**config.mk**
```make
export PLATFORM = sky130hd
export DESIGN_NAME = month_year_counter
export DESIGN_NICKNAME = d
export VERILOG_FILES = /design/src/rtl/month_year_counter.sv
export SDC_FILE = /design/constraint.sdc
export NUM_CORES = 1
export LEC_CHECK = 0
export CORE_ASPECT_RATIO = 1.5
export CORE_MARGIN = 5
export CORE_UTILIZATION = 50
export DETAILED_ROUTE_END_ITERATION = 16
export GPL_TIMING_DRIVEN = 0
export HOLD_SLACK_MARGIN = 0.08
export PLACE_DENSITY_LB_ADDON = 0.3
export SYNTH_ARGS = -nofsm -noshare
export SYNTH_HDL_FRONTEND = slang
export SYNTH_SLANG_ARGS = --single-unit
export TNS_END_PERCENT = 100
```
**constraint.sdc**
```tcl
create_clock -name clk -period 7.1 [get_ports clk]
set_clock_uncertainty 0.15 [all_clocks]
set_input_delay 1.065 -clock clk [delete_from_list [all_inputs] [get_ports clk]]
set_output_delay 1.065 -clock clk [all_outputs]
set_load 0.05 [all_outputs]
```
**src/rtl/month_year_counter.sv**
```systemverilog
// Calendar month and BCD year counter for the millennium clock.
// Ports: clk, rst_n, inc, dec, ctrl_set, sel_year, carry_in_day in;
//        current_month[3:0], year_bcd[15:0], is_leap_year, carry_out out.
module month_year_counter #(
    parameter logic [3:0]  RESET_MONTH = 4'd1,
    parameter logic [15:0] RESET_YEAR  = 16'h2000
) (
    input  logic        clk,
    input  logic        rst_n,
    input  logic        inc,
    input  logic        dec,
    input  logic        ctrl_set,
    input  logic        sel_year,
    input  logic        carry_in_day,
    output logic [3:0]  current_month,
    output logic [15:0] year_bcd,
    output logic        is_leap_year,
    output logic        carry_out
);

    logic [3:0]  month_q, month_d;
    logic [15:0] year_q, year_d;
    logic        month_ok;

    // BCD +1 with ripple; 9999 wraps to 0000.
    function automatic logic [15:0] bcd_inc(input logic [15:0] y);
        logic [15:0] r;
        logic        c;
        r = y;
        c = 1'b1;
        for (int i = 0; i < 4; i++) begin
            if (c) begin
                if (r[4*i +: 4] == 4'd9) begin
                    r[4*i +: 4] = 4'd0;
                end else begin
                    r[4*i +: 4] = r[4*i +: 4] + 4'd1;
                    c = 1'b0;
                end
            end
        end
        return r;
    endfunction

    // BCD -1 with borrow ripple; 0000 wraps to 9999.
    function automatic logic [15:0] bcd_dec(input logic [15:0] y);
        logic [15:0] r;
        logic        b;
        r = y;
        b = 1'b1;
        for (int i = 0; i < 4; i++) begin
            if (b) begin
                if (r[4*i +: 4] == 4'd0) begin
                    r[4*i +: 4] = 4'd9;
                end else begin
                    r[4*i +: 4] = r[4*i +: 4] - 4'd1;
                    b = 1'b0;
                end
            end
        end
        return r;
    endfunction

    // Two BCD digits t:u divisible by 4.
    function automatic logic div4(input logic [3:0] t, input logic [3:0] u);
        logic u048, u26;
        u048 = (u == 4'd0) || (u == 4'd4) || (u == 4'd8);
        u26  = (u == 4'd2) || (u == 4'd6);
        return t[0] ? u26 : u048;
    endfunction

    assign month_ok = (month_q != 4'd0) && (month_q <= 4'd12);

    always_comb begin
        month_d = month_q;
        year_d  = year_q;
        if (!ctrl_set) begin
            if (carry_in_day) begin
                if (!month_ok) begin
                    month_d = 4'd1;
                end else if (month_q == 4'd12) begin
                    month_d = 4'd1;
                    year_d  = bcd_inc(year_q);
                end else begin
                    month_d = month_q + 4'd1;
                end
            end
        end else if (inc || dec) begin
            if (sel_year) begin
                year_d = inc ? bcd_inc(year_q) : bcd_dec(year_q);
                if (!month_ok) month_d = 4'd1;
            end else if (!month_ok) begin
                month_d = 4'd1;
            end else if (inc) begin
                month_d = (month_q == 4'd12) ? 4'd1 : month_q + 4'd1;
            end else begin
                month_d = (month_q == 4'd1) ? 4'd12 : month_q - 4'd1;
            end
        end
    end

    always_ff @(posedge clk or negedge rst_n) begin
        if (!rst_n) begin
            month_q <= RESET_MONTH;
            year_q  <= RESET_YEAR;
        end else begin
            month_q <= month_d;
            year_q  <= year_d;
        end
    end

    assign current_month = month_q;
    assign year_bcd      = year_q;

    // A century year falls back to the thousands:hundreds pair.
    assign is_leap_year = (year_q[7:0] != 8'h00)
                        ? div4(year_q[7:4], year_q[3:0])
                        : div4(year_q[15:12], year_q[11:8]);

    assign carry_out = carry_in_day && !ctrl_set
                    && (month_q == 4'd12) && (year_q == 16'h9999);

endmodule

```
==> results.md, run 1 <==
* Inserted Diodes at 0
* Die H at 82.18 µm
* Cts-stage hold buffer count at 0
* DRT Pass-1 Iters at 4
* GPL Wtd Cong at 0.8338
* Num CTS Buffers at 3
* Initial Util at 51.33%
* Netlist cell types at 50
* Fraction of layout cells with a size suffix above 1 at 4.743%
* Final period utilization at 62.10%
* Bufs on Longest Clock Path at 2
* Vias in the first global route at 1,710
* PnR Total Power at 732.4 µW
* Root Driver: clkbuf_8
* Total GRT Usage at 20.15%
* CTS tree: done
* I/O Pins at 29
* Fin area at 0.002115 mm²
* FP Rows at 26
* Antenna-violating nets left at 0
* Unrepaired setup endpoints after global routing: no
* DR vias/cell at 6.203
* Fmax at 226.8 MHz
* Most frequent cells in the layout: clkdlybuf4s50_1, nand2_1, o21ai_0, dfrtp_1, clkbuf_1
* Pint at 351.4 µW
* Top FF cell, synth: dfrtp_1
* Worst Path Required at 5880 ps
* Synth-to-Final Area Change at 21.76%
* Synthesized net count at 232
* CP arrival at 3190 ps
* Gr ovfl total at 0
* Sequential Power Share at 26.0%
* Synth Register Bits at 20
* Synth top area cells: dfrtp_1, o21ai_0, nand2_1
* Least-Margin Pin Slew at 938.3 ps
* Type of origin of the critical path: input pin
* HPWL Detailed at 3409 µm
* Pwr per Cell Area at 346.4 mW/mm²
* Final slew viol count at 0
* Post-DP Area at 0.002069 mm²
* Sw Share at 52.03%
* CP Max Fanout at 10
* NumNets Final at 265
* Area of the mapped netlist at 0.001737 mm²
* Post-synthesis cell type with the largest combined area: dfrtp_1
* Clk pwr share at 10.9%
* Worst Setup End Kind: primary output
* Mean Syn Cell Area at 7.858 µm²
* Largest net degree at the start of global routing at 21
* Antenna violations before repair at 0
* Ys Warns at 0
* CORE AREA at 0.003383 mm²
* Max-Cap Viols at 0
* Clk_lat worst skew at 270 ps
* DRC errors left at 0
* Final min period at 4409 ps
* Hold Crit Class: reg -> reg
* Die span in x at 58.12 µm
* Die area at 0.004776 mm²
* NetSw at 381.1 µW
* Starting DRC count in detailed routing at 74
* Clk sink count at 20
* First-pass GRT wire length at 7493 µm
* Worst setup margin at 2691 ps
* Worst IR Drop VDD at 0.0002425 V
* Post-Syn Instances at 221
* P_leak at 0.8001 nW
* Ys async rst share at 100.0%
* CTS resizes at 0
* CTS H-Tree Depth at 1
* Post-synth EDFFs at 0
* Seq/Total Area, Yosys at 28.96%
* Status: complete, no violations
* Final Hold Viols at 0
* Comb pwr share at 63.1%
* Postcts setup bufs at 0
* Routed len/inst at 15.28 µm
* Rel. slew slack at 37.25%
* Most common cell after layout, fill and taps aside: clkdlybuf4s50_1
* Setup WS pre-CTS at 2744 ps
* Worst Path Class, Setup: in -> out
* DR vias at 1,830
* Clk slew on worst S/H paths at 80 ps
* Post-synth top area share at 25.94%
* Routed WL at 4509 µm
* Final setup violation count at 0
* Port bufs at 28
* Setup tns final at 0 ps
## path summary, 6_finish.rpt
path	from	endpoint	slack [ps]	depth (start not counted)
hold reg to reg	year_bcd[10]	year_bcd[10]	470	1
max in group asynchronous	rst_n	year_bcd[0]	5050	1
hold / removal	year_bcd[10]	year_bcd[10]	470	1
setup / recovery	ctrl_set	carry_out	2690	5
min in group asynchronous	rst_n	year_bcd[8]	1170	1
setup reg to reg	year_bcd[6]	year_bcd[14]	4490	5
## per-stage QoR
stage          hold slack [ps]  cells  util [%]
3_3_place_gp             450.7    291     61.17
5_1_grt                  501.7    295     62.50
2_1_floorplan            538.5    221         -
4_1_cts                  476.8    295     62.50
3_5_place_dp             467.1    291     61.17
6_report                 473.5    295     62.50
## power by group through the flow
stage          combinational [mW]  sequential, mW  clock, mW
5_1_grt                     0.500           0.195     0.0880
2_1_floorplan               0.233           0.288          0
3_3_place_gp                0.454           0.192          0
4_1_cts                     0.463           0.189     0.0830
6_report                    0.462           0.190     0.0798
3_5_place_dp                0.461           0.192          0
## worst max-delay path, stage by stage
cell             delay [ps]
clkdlybuf4s50_1         440
clkbuf_1                240
nand3b_1                250
nor4_1                  320
clkdlybuf4s50_1         870
## metal layers
metal / part of all wire [%] / vias up / global-route usage (%)
li1: - / 884 / -
met1: 39 / 874 / 21.34
met2: 54 / 63 / 36.88
met3: 4.4 / 9 / 2.644
met4: 2.4 / 0 / 12.99
met5: 0 / - / 0
## sequential cells by signal, summed over array words and instances (netlist names)
signal and count:
year_bcd 16, current_month 4
## cell type report
type                            count  area [µm²]
Timing Repair Buffer               28       280.3
Multi-Input combinational cell    169        1106
Clock buffer                        4       45.04
Tap cell                           42       52.55
Fill cell                         297        1269
Buffer                             18       75.07
Inverter                           14       52.55
Sequential cell                    20       503.0
## cell families (layout without fill, tap and decap cells)
kind of cell / after synthesis / in the layout / share of synthesized area, %
AOI/OAI and AO/OA: 75 / 75 / 30.04
xor gates and xnor gates: 7 / 7 / 3.530
adders and majority gates: 4 / 4 / 2.882
buffers and inverters: 32 / 64 / 7.349
DFF: 20 / 20 / 28.96
muxes: 8 / 8 / 4.683
and+or+nand+nor: 75 / 75 / 22.55
## Yosys cell counts, types with 2 or more instances
library cell,number
a211oi_1,5
nand4_1,2
a32oi_1,2
nor2b_1,2
a21oi_1,13
o21ai_0,18
o21bai_1,2
and3_1,3
clkbuf_1,15
nand2b_1,4
a221o_1,2
o22ai_1,7
dfstp_2,2
xnor2_1,4
nor3b_1,2
xor2_1,3
ha_1,4
nor4_1,6
buf_1,2
o21a_1,3
mux2i_1,7
a22oi_1,4
nor3_1,3
or3_1,2
nand2_1,19
a22o_1,2
and2_1,2
o31ai_1,4
nor2_1,14
inv_1,14
nand3_1,8
o211ai_1,3
a31oi_1,4
dfrtp_1,18
(Power assumes the default switching activity.)
==> inputs of run 2 (changes only) <==
Clock period 7.1 ns to 4.5 ns, I/O delays scaled along.
==> results of run 2 <==
Same layout as run 1 (identical final DEF). Status: complete, no violations.
Among the figures that moved: setup slack after placement 2744 ps -> 924.1 ps; setup slack after layout 2691 ps -> 678.5 ps; start point of the critical path ctrl_set -> year_bcd[6]; register-to-register setup slack 4490 ps -> 1890 ps; total power 0.7324 mW -> 1.156 mW; worst IR drop on VDD 0.0002425 V -> 0.0003825 V
